[config.mk]
export PLATFORM = sky130hd
export DESIGN_NAME = tx_source_arbiter
export DESIGN_NICKNAME = d
export VERILOG_FILES = /design/src/rtl/tx_source_arbiter.sv
export SDC_FILE = /design/constraint.sdc
export NUM_CORES = 1
export LEC_CHECK = 0
export CORE_UTILIZATION = 31
export DETAILED_ROUTE_END_ITERATION = 6
export PLACE_DENSITY = 0.79
export SLEW_MARGIN = 20
export SYNTH_ARGS = -nofsm -noshare
export SYNTH_HDL_FRONTEND = slang
export SYNTH_SLANG_ARGS = --single-unit
[constraint.sdc]
create_clock -name clk -period 1.4 [get_ports clk]
set_input_delay 0.28 -clock clk [delete_from_list [all_inputs] [get_ports clk]]
set_output_delay 0.28 -clock clk [all_outputs]
set_load 0.005 [all_outputs]
[src/rtl/tx_source_arbiter.sv]
// Round-robin arbiter sharing one byte-wide Tx path between NUM_SRC frame sources.
// A source is locked for a whole frame; an optional idle gap is enforced between frames.
module tx_source_arbiter #(
  parameter int NUM_SRC   = 2,
  parameter int GAP_TICKS = 4
) (
  input  logic                 clk,
  input  logic                 rst,
  input  logic [NUM_SRC*8-1:0] src_data,
  input  logic [NUM_SRC-1:0]   src_data_valid,
  input  logic [NUM_SRC*3-1:0] src_data_bits,
  output logic [NUM_SRC-1:0]   src_req,
  output logic [7:0]           out_data,
  output logic                 out_data_valid,
  output logic [2:0]           out_data_bits,
  input  logic                 out_req,
  output logic [NUM_SRC-1:0]   grant,
  output logic                 busy
);

  typedef enum logic [1:0] {
    ST_IDLE = 2'd0,
    ST_BUSY = 2'd1,
    ST_GAP  = 2'd2
  } state_t;

  localparam int PTR_W = (NUM_SRC > 1) ? $clog2(NUM_SRC) : 1;
  localparam int SUM_W = PTR_W + 1;
  localparam int GAP_W = (GAP_TICKS > 1) ? $clog2(GAP_TICKS) : 1;
  localparam logic [GAP_W-1:0] GAP_LOAD = (GAP_TICKS > 0) ? GAP_W'(GAP_TICKS - 1) : '0;

  state_t               state_q, state_d;
  logic [NUM_SRC-1:0]   grant_q, grant_d;
  logic [PTR_W-1:0]     rr_q, rr_d;
  logic [GAP_W-1:0]     gap_q, gap_d;

  logic                 pick_found;
  logic [PTR_W-1:0]     pick_idx;
  logic [PTR_W-1:0]     pick_next;
  logic [2*NUM_SRC-1:0] rotated;

  // Rotate the request vector so bit 0 is the source at rr_q, then take the first hit.
  always_comb begin
    logic [SUM_W-1:0] sum;
    logic [SUM_W-1:0] nxt;
    pick_found = 1'b0;
    pick_idx   = '0;
    pick_next  = '0;
    sum        = '0;
    nxt        = '0;
    rotated    = {src_data_valid, src_data_valid} >> rr_q;
    for (int k = 0; k < NUM_SRC; k++) begin
      if (!pick_found && rotated[k]) begin
        pick_found = 1'b1;
        sum = {1'b0, rr_q} + SUM_W'(k);
        if (sum >= SUM_W'(NUM_SRC)) sum = sum - SUM_W'(NUM_SRC);
        nxt = sum + SUM_W'(1);
        if (nxt == SUM_W'(NUM_SRC)) nxt = '0;
        pick_idx  = sum[PTR_W-1:0];
        pick_next = nxt[PTR_W-1:0];
      end
    end
  end

  // grant_q is all-zero outside BUSY, so the one-hot OR-mux also yields zeros there.
  always_comb begin
    out_data      = '0;
    out_data_bits = '0;
    for (int i = 0; i < NUM_SRC; i++) begin
      if (grant_q[i]) begin
        out_data      = src_data[8*i +: 8];
        out_data_bits = src_data_bits[3*i +: 3];
      end
    end
  end

  assign out_data_valid = |(grant_q & src_data_valid);
  assign src_req        = grant_q & {NUM_SRC{out_req}};
  assign grant          = grant_q;
  assign busy           = (state_q != ST_IDLE);

  // NOTE: every always_comb output gets a default first so no path leaves it unassigned (no latch).
  always_comb begin
    state_d = state_q;
    grant_d = grant_q;
    rr_d    = rr_q;
    gap_d   = gap_q;
    case (state_q)
      ST_IDLE: begin
        if (pick_found) begin
          state_d = ST_BUSY;
          grant_d = NUM_SRC'(1) << pick_idx;
          rr_d    = pick_next;
        end
      end
      ST_BUSY: begin
        // The frame ends only when the locked source itself drops valid.
        if (!out_data_valid) begin
          grant_d = '0;
          if (GAP_TICKS > 0) begin
            state_d = ST_GAP;
            gap_d   = GAP_LOAD;
          end else begin
            state_d = ST_IDLE;
          end
        end
      end
      ST_GAP: begin
        if (gap_q == '0) state_d = ST_IDLE;
        else             gap_d   = gap_q - GAP_W'(1);
      end
      default: begin
        state_d = ST_IDLE;
        grant_d = '0;
      end
    endcase
  end

  // NOTE: state registers use non-blocking assignments so all flops update from pre-edge values.
  always_ff @(posedge clk) begin
    if (rst) begin
      state_q <= ST_IDLE;
      grant_q <= '0;
      rr_q    <= '0;
      gap_q   <= '0;
    end else begin
      state_q <= state_d;
      grant_q <= grant_d;
      rr_q    <= rr_d;
      gap_q   <= gap_d;
    end
  end

endmodule

==> results.md, run 1 <==
- The flow ran to the end, but the final reports show violations.
- The final reports fail on setup timing.
- After clock tree synthesis, the clock-pin slew on the worst setup and hold paths is 0.06 ns.
- The total power draw is 0.916 mW.
- At the worst endpoint, the required time is 1.12 ns.
- The root buffer cell chosen for the clock tree is clkbuf_4.
- Following the worst setup path forward leads to its endpoint at out_data[5].
- The initial antenna violation count was 0.
- The final net count is 151.
- The placed wire-length estimate is 1.39 mm.
- The count of hold-fix buffers inserted at cts is 0.
- Counting flops with an async set or reset pin after synthesis yields a share of 0.
- The DRC violations left is 0.
- The critical path launch point type is a flop.
- The number of placed instances, taps included, is 123.
- The count of buffers from port buffering is 43.
- By area the synthesized netlist is led by dfxtp_1, a22o_1, a221oi_2.
- The post-route non-filler standard cell count is 138.
- In this run the remaining antenna-violating nets after routing total 0.
- Counting cells, the worst reg-to-reg path comes to 6.
- The width of the chip is 42.8 um.
- The leakage power total is 0.540 nW.
- The start point of the critical path is grant[1]$_SDFFE_PP0P_.
- The worst-case clock skew is 0.00407 ns.
- The share of the Yosys chip area taken by registers is 0.271.
- The via density per instance is 5.43.
- The weighted congestion at the end of routability-driven global placement is 0.806.
- The placed instances occupy a cell area of 0.00102 mm^2.
- The top cell type's share of synthesized area is 0.271.
- For this run, the top clock speed supported by timing is 665 MHz.
- The detailed-route wire length is 2.07 mm.
- Each instance of the synthesized netlist takes up on average 8.76 um^2.
- Summing over every cut layer, the via total after detailed routing is 750.
- The synthesized netlist cell count is 59.
- The floorplan core area is 0.00152 mm^2.
- The clock passes through at most 2 buffers.
- The global-route usage over all layers is 0.247.
- Prior to clock tree synthesis, the placed netlist has a worst setup slack of -0.285 ns.
- Counting instances in the post-synthesis netlist gives the leading cell types as a22o_1, dfxtp_1, inv_1.
- The worst register-to-register path ends at gap_q[1]$_SDFFE_PP0P_.
- The number of maximum-capacitance constraint violations is 0.
- The number of sinks handled by clock tree synthesis is 7.
- The first-pass detailed-route iteration total is 4.
- The worst hold margin is 0.469 ns.
- The number of top-level design ports is 44.
- The total CTS buffers is 3.
- The arrival time of the worst setup path is 1.22 ns.
- The worst supply voltage drop on vdd is 0.000602 V.
- The effective utilization at floorplan is 0.339.
- The leading register cell type out of synthesis is dfxtp_1.
- The number of DRC markers after the initial detailed-route iteration is 13.
- The number of hold violations in the final report is 0.
- The clock tree from TritonCTS is built.
- Summing all non-filler instances in the final layout gives an area of 0.00116 mm^2.
- The final clock period utilization by the worst path is 1.07.
- The power density normalized to cell area is 792 mW/mm^2.
- The number of antenna diodes in the final layout is 0.
- The post-synth design cell area is 517 um^2.
- The number of synthesized flops with an enable pin is 0.
- The type of the tightest min-delay check is reg2reg.
- The startpoint identified for the worst register-to-register timing path is grant[1]$_SDFFE_PP0P_.
- Measured along the y axis, the die boundary spans 42.8 um.
- The headroom to the max-slew limit is 0.794.
- The number of distinct library cells after synthesis is 27.
- Counting I/O delays and the setup requirement, the final critical path takes 1.50 ns.
- The clock latency on the worst-skew pair is 0.26 ns.
- The biggest area consumer among synthesized cells is dfxtp_1.
- The final count of pins violating max slew was 0.
- The total overflow left after global routing is 0.
- The first global-routing pass estimated 3.33 mm of wire.
- The total number of yosys warnings is 0.
- The area of the die is 0.00183 mm^2.
- By startpoint and endpoint, the worst setup path is classified as reg2out.
- The worst setup path is captured at an output port.
- The most used standard cell by instance count after synthesis is a22o_1.
- The number of levels the H-tree was split into is 1.
- The share of post-route cells with drive strength above 1 is 0.410.
- The routed length per instance is 15.0 um.
- The transition time at the pin with the least slew margin is 0.308 ns.
- The number of nets handed over by synthesis was 87.
- Entering global routing, the biggest net connects 11 pins.
- After layout, the worst setup slack is -0.103 ns.
- The signed area change from the synthesized netlist to the final layout is 124%.
- The largest fanout of any net on the critical path is 4.
- Setup repair after global routing could not meet its margin everywhere.
- The synthesized flop and latch total is 7.
- The setup violation total in the final timing report is 12.
- The number of global-route vias before repair is 730.
- The site row count is 14.
- The setup check on the worst reg-to-reg path leaves a slack of 0.03 ns.
- Counting the fill cells in the layout gives 116.
==> repair_timing <==
item                       in CTS  in global routing
gates cloned                    2                  0
resized for setup              74                  9
setup buffers                   8                  1
setup endpoints to repair      17                 18
pin swaps                       3                  6
==> sequential cells by signal, indices dropped and copies added (netlist names) <==
signal	cells
rr_q	1
gap_q	2
grant	2
state_q	2
==> worst max-delay path, cell delays in order, from the launching register on <==
cell,delay (ns)
dfxtp_4,0.35
buf_2,0.15
buf_4,0.14
a22o_1,0.20
buf_2,0.12
==> through the flow <==
step           TNS (ns)   util
2_1_floorplan         0      -
3_3_place_gp      -4.07  0.667
3_5_place_dp      -4.32  0.667
4_1_cts          -0.911  0.739
5_1_grt           -1.32  0.759
6_report         -0.802  0.759
==> per-layer routing <==
metal	track usage	part of all wire	vias to the layer above
li1	-	-	355
met1	0.281	0.40	337
met2	0.424	0.47	52
met3	0.0553	0.10	6
met4	0.131	0.025	0
met5	0	0	-
==> layout make-up <==
type / count / area [um^2] / area share
inverter: 5 / 18.8 / 0.0162
sequential: 7 / 146 / 0.127
tap: 16 / 20.0 / 0.0173
timing repair buffer: 63 / 568 / 0.491
clock buffer: 4 / 26.3 / 0.0227
multi-input combinational: 43 / 377 / 0.326
==> cell families after synthesis <==
| logic type | count (synthesis) | share of synthesized area |
|---|---|---|
| fa+ha+maj | 1 | 0.0242 |
| compound gates | 23 | 0.385 |
| buf+inv | 9 | 0.0726 |
| simple gates | 18 | 0.228 |
| flops | 7 | 0.271 |
| mux | 1 | 0.0194 |
==> power by group <==
part	internal [mW]	switching [mW]	leakage, nW
combinational	0.291	0.186	0.465
clock	0.109	0.0840	0.0150
sequential	0.228	0.0173	0.0591
==> worst min path at each step <==
stage | from | end | slack, ns | depth (start not counted)
floorplan | rst | gap_q[1]$_SDFFE_PP0P_ | 0.35 | 1
global placement | gap_q[1]$_SDFFE_PP0P_ | gap_q[1]$_SDFFE_PP0P_ | 0.47 | 2
detailed placement | gap_q[1]$_SDFFE_PP0P_ | gap_q[1]$_SDFFE_PP0P_ | 0.47 | 2
CTS | gap_q[1]$_SDFFE_PP0P_ | gap_q[1]$_SDFFE_PP0P_ | 0.48 | 2
global route | gap_q[1]$_SDFFE_PP0P_ | gap_q[1]$_SDFFE_PP0P_ | 0.50 | 2
finish | gap_q[1]$_SDFFE_PP0P_ | gap_q[1]$_SDFFE_PP0P_ | 0.47 | 2
==> cells in the final DEF, fill, tap and decap left out, drive strengths merged <==
cell type	Yosys	layout
a2111oi	1	1
a21o	1	1
a21oi	3	3
a221oi	2	2
a22o	12	12
a31oi	2	2
and2	2	2
buf	4	32
clkbuf	0	5
clkdlybuf4s50	0	25
dfxtp	7	7
dlygate4sd2	0	4
dlymetal6s2s	0	1
ha	1	1
inv	5	5
mux2i	1	1
nand2	1	1
nand2b	1	1
nand3	3	3
nand3b	2	2
nor2	3	3
nor2b	2	2
nor3	1	1
nor3b	1	1
nor4b	1	1
o21ai	1	1
o21bai	1	1
or3b	1	1
No activity file was read; power rests on OpenSTA's default activity.
==> run 2, diff against run 1 <==
--- a/config.mk
+++ b/config.mk
@@ -7,7 +7,9 @@
 export LEC_CHECK = 0
 export CORE_UTILIZATION = 31
 export DETAILED_ROUTE_END_ITERATION = 6
+export HOLD_SLACK_MARGIN = 0.02
 export PLACE_DENSITY = 0.79
+export RECOVER_POWER = 50
 export SLEW_MARGIN = 20
 export SYNTH_ARGS = -nofsm -noshare
 export SYNTH_HDL_FRONTEND = slang
==> results.md, run 2 (synthesized netlist as in run 1, its figures left out) <==
- TritonCTS built the clock tree.
- The final count of pins violating max slew is 0 (unchanged).
- The relative contribution of sequential cells to total power is 0.269 (about the same).
- The routed length per instance is 14.9 um (-0.34%).
- The leakage power total is 0.539 nW (-0.13%).
- The number of cells traversed by the worst hold path is 2 (unchanged).
- The signed area change from the synthesized netlist to the final layout is 123%.
- The final setup slack of the worst path is -0.102 ns (+0.000403 ns).
- The number of maximum-capacitance constraint violations is 0 (unchanged).
- The final net count came to 151 (unchanged).
- The number of hold violations in the final report came to 0 (unchanged).
- The total CTS buffers is 3 (unchanged).
- The global-route usage over all layers is 0.247 (unchanged).
- The worst-case clock skew is 0.00425 ns (+0.000186 ns).
- The post-route antenna net violation count came to 0 (unchanged).
- The number of DRC markers after the initial detailed-route iteration is 13 (unchanged).
- The count of buffers from port buffering is 43 (unchanged).
- The weighted congestion at the end of routability-driven global placement was 0.806 (unchanged).
- The placed wire-length estimate is 1.39 mm (unchanged).
- The worst setup path is captured at an output port.
- The effective utilization at floorplan is 0.339 (unchanged).
- The site row count is 14 (unchanged).
- The largest incremental delay on the critical path is 0.35 ns (about the same).
- The final reports fail on setup timing.
- The count of vias placed by the detailed router came to 736 (-1.9%).
- The count of antenna diodes in the layout is 0 (unchanged).
- The area of the die is 0.00183 mm^2 (unchanged).
- The flow ran to the end, but the final reports show violations.
- The number of cells traversed by the worst register-to-register path is 6 (unchanged).
- The via density per instance came to 5.33 (-1.9%).
- The number of levels the H-tree was split into is 1 (unchanged).
- The switching share of power is 0.314 (about the same).
- The post-route non-filler standard cell count came to 138 (unchanged).
- The arrival time of the worst setup path came to 1.22 ns (about the same).
- The total power draw is 0.912 mW (-0.39%).
- The first-pass detailed-route iteration total is 4 (unchanged).
- The clock transition at the registers of the reported paths is 0.06 ns (about the same).
- The worst hold path terminates at gap_q[1]$_SDFFE_PP0P_.
- The power density normalized to cell area is 791 mW/mm^2 (-0.18%).
- The largest individual stage delay along the critical path comes from the cell dfxtp_4.
- The buffer depth of the longest clock path was 2 (unchanged).
- In this design, the critical path's most frequently occurring cell is buf_2.
- The logic gate share of total power is 0.520 (about the same).
- The path type of the worst setup path is reg2out.
- The worst path buffer plus inverter count came to 3 (unchanged).
- The commonest non-fill, non-tap cell in the layout is clkdlybuf4s50_1.
- The total net switching power is 0.286 mW (-0.35%).
- The DRC violations left was 0 (unchanged).
- The minimum clock period is 1.50 ns (-0.000403 ns).
- The floorplan core area came to 0.00152 mm^2 (unchanged).
- The headroom to the max-slew limit is 0.798 (+0.00343).
- The final global-route overflow total is 0 (unchanged).
- The count of hold-fix buffers inserted at cts is 0 (unchanged).
- The largest net degree at the start of global routing was 11 (unchanged).
- The startpoint of the worst register-to-register path is grant[1]$_SDFFE_PP0P_.
- The worst hold margin is 0.469 ns (-0.00000500 ns).
- The transition time at the pin with the least slew margin is 0.303 ns (-0.00513 ns).
- The width of the chip is 42.8 um (unchanged).
- The register-to-register setup slack is 0.03 ns (about the same).
- The data required time at the worst endpoint is 1.12 ns (about the same).
- The fraction of power consumed by the clock network is 0.212 (about the same).
- The layout filler cell count was 117 (+0.86%).
- The setup violation total in the final timing report is 12 (unchanged).
- In the layout the commonest cells are clkdlybuf4s50_1, buf_6, a22o_1, buf_2, buf_4.
- The number of global-route vias before repair is 730 (unchanged).
- The share of post-route cells with drive strength above 1 is 0.410 (unchanged).
- The clock latency on the worst-skew pair is 0.26 ns (about the same).
- The final clock period utilization by the worst path came to 1.07 (about the same).
- The largest fanout of any net on the critical path is 4 (unchanged).
- The floorplan die height is 42.8 um (unchanged).
- The worst supply voltage drop on vdd is 0.000602 V (about the same).
- The critical path launch point type is a flop.
- The fmax was 666 MHz (about the same).
- The placed cell count came to 123 (unchanged).
- Walking the worst path, the cells encountered are buf_2 > buf_4 > a22o_1 > buf_2.
- In this run the clock root is driven by a clkbuf_4.
- The cell class contributing the biggest share of worst-path delay is buffers and inverters.
- The wire length of the first global-routing pass was 3.33 mm (unchanged).
- The start point of the critical path is grant[1]$_SDFFE_PP0P_.
- The initial antenna violation count is 0 (unchanged).
- The tightest min-delay check is of the reg2reg type.
- The number of top-level design ports is 44 (unchanged).
- The number of sinks handled by clock tree synthesis was 7 (unchanged).
- The internal power component came to 0.626 mW (-0.42%).
- In this run the most critical hold path is launched from gap_q[1]$_SDFFE_PP0P_.
- Setup repair after global routing could not meet its margin everywhere.
- The detailed-route wire length is 2.06 mm (-0.34%).
- In this run the critical register-to-register path is captured at gap_q[1]$_SDFFE_PP0P_.
run 2: metal layers:
layer	wire length [um]	track usage	vias to the layer above
li1	-	-	354
met1	851	0.281	334
met2	965	0.424	42
met3	194	0.0553	6
met4	51	0.131	0
met5	0	0	-
run 2: timing repair:
action,in CTS,in global routing
pin swaps,3,6
gates resized for setup,74,9
cloned,2,0
endpoints found under the hold margin,0,0
endpoints found under the setup margin,17,18
buffers inserted,8,1
run 2: area by class of cell:
cell class / instances / area (um^2) / share of cell area
Multi-Input combinational cell: 43 / 377 / 0.326
Tap cell: 16 / 20.0 / 0.0174
Clock buffer: 4 / 26.3 / 0.0228
Inverter: 5 / 18.8 / 0.0163
Sequential cell: 7 / 146 / 0.127
Timing Repair Buffer: 63 / 566 / 0.490
run 2: how the worst max path moves through the flow:
stage	endpoint	depth (start not counted)
6_report	out_data[5]	4
5_1_grt	out_data[2]	5
4_1_cts	out_data[7]	5
3_5_place_dp	out_data_valid	3
3_3_place_gp	out_data_valid	3
2_1_floorplan	out_data[0]	3
run 2: metrics by stage:
stage / setup WS, ns / setup TNS (ns) / area (um^2) / util
2_1_floorplan: 0.169 / 0 / 517 / -
6_report: -0.102 / -0.796 / 1150 / 0.757
3_3_place_gp: -0.282 / -4.07 / 1020 / 0.667
4_1_cts: -0.197 / -0.911 / 1130 / 0.739
3_5_place_dp: -0.285 / -4.32 / 1020 / 0.667
5_1_grt: -0.139 / -1.32 / 1150 / 0.757
run 2: power by group through the flow:
stage	clock, mW	sequential, mW	combinational (mW)
6_report	0.193	0.245	0.474
3_3_place_gp	0	0.242	0.408
2_1_floorplan	0	0.249	0.180
3_5_place_dp	0	0.243	0.418
4_1_cts	0.204	0.245	0.456
5_1_grt	0.213	0.248	0.512
run 2: tightest hold or removal path, delay by kind of cell (launching register included):
kind,cells,cell delay [ns]
DFF,1,0.29
buffers and inverters,1,0.07
AOI/OAI and AO/OA,1,0.05
==> run 3, diff against run 2 <==
--- a/config.mk
+++ b/config.mk
@@ -9,7 +9,7 @@
 export DETAILED_ROUTE_END_ITERATION = 6
 export HOLD_SLACK_MARGIN = 0.02
 export PLACE_DENSITY = 0.79
-export RECOVER_POWER = 50
+export SKIP_CTS_REPAIR_TIMING = 1
 export SLEW_MARGIN = 20
 export SYNTH_ARGS = -nofsm -noshare
 export SYNTH_HDL_FRONTEND = slang
==> results.md, run 3 (synthesized netlist as in run 1, its figures left out) <==
- The run finished, with violations left.
- The final reports fail on setup timing.
- The count of antenna diodes in the layout was 0 (unchanged).
- The worst-case clock skew was 0.00211 ns (-0.00214 ns).
- The number of hold violations in the final report is 0 (unchanged).
- The number of sinks handled by clock tree synthesis came to 7 (unchanged).
- The final core utilization is 0.786 (+0.0287).
- The weighted congestion at the end of routability-driven global placement is 0.806 (unchanged).
- The startpoint of the worst register-to-register path is grant[1]$_SDFFE_PP0P_.
- The number of DRC markers after the initial detailed-route iteration is 9 (-4).
- The largest incremental delay on the critical path was 0.33 ns (-0.02 ns).
- The routed length per instance was 14.9 um (-0.28%).
- The clock tree from TritonCTS is built.
- The number of cells traversed by the worst register-to-register path came to 7 (+1).
- The signed area change from the synthesized netlist to the final layout is 132%.
- The top cell types in the final layout, fill and taps aside, are clkdlybuf4s50_1, buf_6, a22o_1, clkbuf_2, buf_4.
- The clock transition at the registers of the reported paths is 0.05 ns (about the same).
- The cell area after placement is 0.00102 mm^2 (unchanged).
- The total net switching power was 0.291 mW (+1.7%).
- The buffer depth of the longest clock path came to 2 (unchanged).
- The count of vias placed by the detailed router was 741 (+0.68%).
- The number of cells traversed by the worst hold path is 2 (unchanged).
- The logic gate share of total power is 0.531 (+0.011).
- The placed wire-length estimate is 1.39 mm (unchanged).
- The setup TNS after final layout is -1.15 ns (-0.353 ns).
- The number of top-level design ports is 44 (unchanged).
- The worst path buffer plus inverter count is 4 (+1).
- The largest fanout of any net on the critical path came to 7 (+3).
- The total power draw came to 0.935 mW (+2.6%).
- The largest net degree at the start of global routing is 16 (+5).
- The initial antenna violation count is 0 (unchanged).
- The type of the tightest min-delay check is reg2reg.
- The number of maximum-capacitance constraint violations came to 0 (unchanged).
- The path type of the worst setup path is reg2out.
- The start point of the worst hold path is gap_q[1]$_SDFFE_PP0P_.
- The area of the die is 0.00183 mm^2 (unchanged).
- The effective utilization at floorplan came to 0.339 (unchanged).
- The final global-route overflow total is 0 (unchanged).
- Setup repair after global routing could not meet its margin everywhere.
- The data required time at the worst endpoint is 1.12 ns (about the same).
- The setup violation total in the final timing report is 12 (unchanged).
- The slowest stage of the critical path belongs to the cell dfxtp_2.
- The fmax is 650 MHz (-2.4%).
- The switching share of power is 0.311 (-0.00266).
- The cell that appears most often on the critical path is buf_6.
- The number of levels the H-tree was split into is 1 (unchanged).
- The end point of the most critical hold path is gap_q[1]$_SDFFE_PP0P_.
- The arrival time of the worst setup path came to 1.26 ns (+0.04 ns).
- The internal power component is 0.644 mW (+3.0%).
- The headroom to the max-slew limit is 0.795 (-0.00277).
- The area of the multi-input gates is 374 um^2 (-0.66%).
- The first-pass detailed-route iteration total is 4 (unchanged).
- The final setup slack of the worst path came to -0.139 ns (-0.0368 ns).
- The critical path launch point type is a flop.
- The worst hold margin is 0.468 ns (-0.000493 ns).
- The layout filler cell count is 106 (-9.4%).
- The minimum clock period came to 1.54 ns (+0.0368 ns).
- The detailed-route wire length came to 2.10 mm (+1.9%).
- The register-to-register setup slack is -0.08 ns (-0.11 ns).
- The fraction of power consumed by the clock network is 0.205 (-0.007).
- The width of the chip was 42.8 um (unchanged).
- The floorplan core area is 0.00152 mm^2 (unchanged).
- The critical path goes through buf_6 > buf_6 > buf_6 > a22o_1 > clkbuf_2.
- The final clock period utilization by the worst path is 1.10 (+0.0263).
- The leakage power total is 0.611 nW (+13%).
- The sequential cell area is 144 um^2 (-1.7%).
- The post-route antenna net violation count is 0 (unchanged).
- The via density per instance is 5.26 (-1.5%).
- The global-route usage over all layers is 0.210 (-0.0377).
- The floorplan die height is 42.8 um (unchanged).
- The total CTS buffers came to 3 (unchanged).
- The final net count was 154 (+2.0%).
- The number of global-route vias before repair is 619 (-15%).
- The power density normalized to cell area is 781 mW/mm^2 (-1.2%).
- The transition time at the pin with the least slew margin was 0.307 ns (+0.00414 ns).
- The site row count came to 14 (unchanged).
- The CTS root buffer is clkbuf_4.
- The total non-filler cell area in the finished layout was 0.00120 mm^2 (+3.8%).
- The share of post-route cells with drive strength above 1 is 0.408 (-0.00184).
- The worst supply voltage drop on vdd is 0.000623 V (+3.5%).
- The category of the worst setup path capture point is an output port.
- The final count of pins violating max slew is 0 (unchanged).
- The relative contribution of sequential cells to total power was 0.263 (-0.006).
- The cell class contributing the biggest share of worst-path delay is buffers and inverters.
- The worst register-to-register path ends at gap_q[1]$_SDFFE_PP0P_.
- The commonest non-fill, non-tap cell in the layout is clkdlybuf4s50_1.
- The DRC violations left came to 0 (unchanged).
- The count of buffers from port buffering is 43 (unchanged).
- The wire length of the first global-routing pass is 2.80 mm (-16%).
- The clock latency on the worst-skew pair is 0.26 ns (about the same).
[run 3: worst reg2reg max path, stage by stage (launching register included)]
cell and delay, ns:
dfxtp_2 0.33, buf_6 0.13, buf_6 0.13, buf_6 0.11, buf_6 0.11, a221oi_4 0.25
a21oi_2 0.11, a221oi_2 0.22
[run 3: layer usage]
layer | vias up | share of wire | wire [um] | GRT usage
li1 | 358 | - | - | -
met1 | 335 | 0.40 | 834 | 0.249
met2 | 44 | 0.48 | 1010 | 0.339
met3 | 4 | 0.11 | 225 | 0.0553
met4 | 0 | 0.017 | 36 | 0.113
met5 | - | 0 | 0 | 0
[run 3: area by class of cell]
cell class	count	share of cell area
multi-input combinational	43	0.312
tap	16	0.0167
clock buffer	4	0.0219
inverter	5	0.0157
sequential	7	0.120
timing repair buffer	66	0.513
[run 3: power by group through the flow]
stage	registers [mW]	logic [mW]	clock network [mW]
after global routing	0.249	0.532	0.214
after detailed placement	0.243	0.418	0
after global placement	0.242	0.408	0
after CTS	0.239	0.420	0.204
final	0.246	0.497	0.192
after floorplan	0.249	0.180	0
[run 3: worst max-delay path by stage]
stage	startpoint	endpoint	slack [ns]	cells after the start
after global routing	grant[1]$_SDFFE_PP0P_	out_data[3]	-0.18	5
after CTS	grant[0]$_SDFFE_PP0P_	out_data[7]	-0.41	4
after floorplan	grant[1]$_SDFFE_PP0P_	out_data[0]	0.17	3
after global placement	src_data_valid[0]	out_data_valid	-0.28	3
after detailed placement	src_data_valid[0]	out_data_valid	-0.29	3
final	grant[1]$_SDFFE_PP0P_	out_data[7]	-0.14	5
[run 3: per-stage QoR]
step	cells	setup slack, ns
2_1_floorplan	59	0.169
5_1_grt	141	-0.178
4_1_cts	127	-0.414
3_5_place_dp	123	-0.285
6_report	141	-0.139
3_3_place_gp	123	-0.282
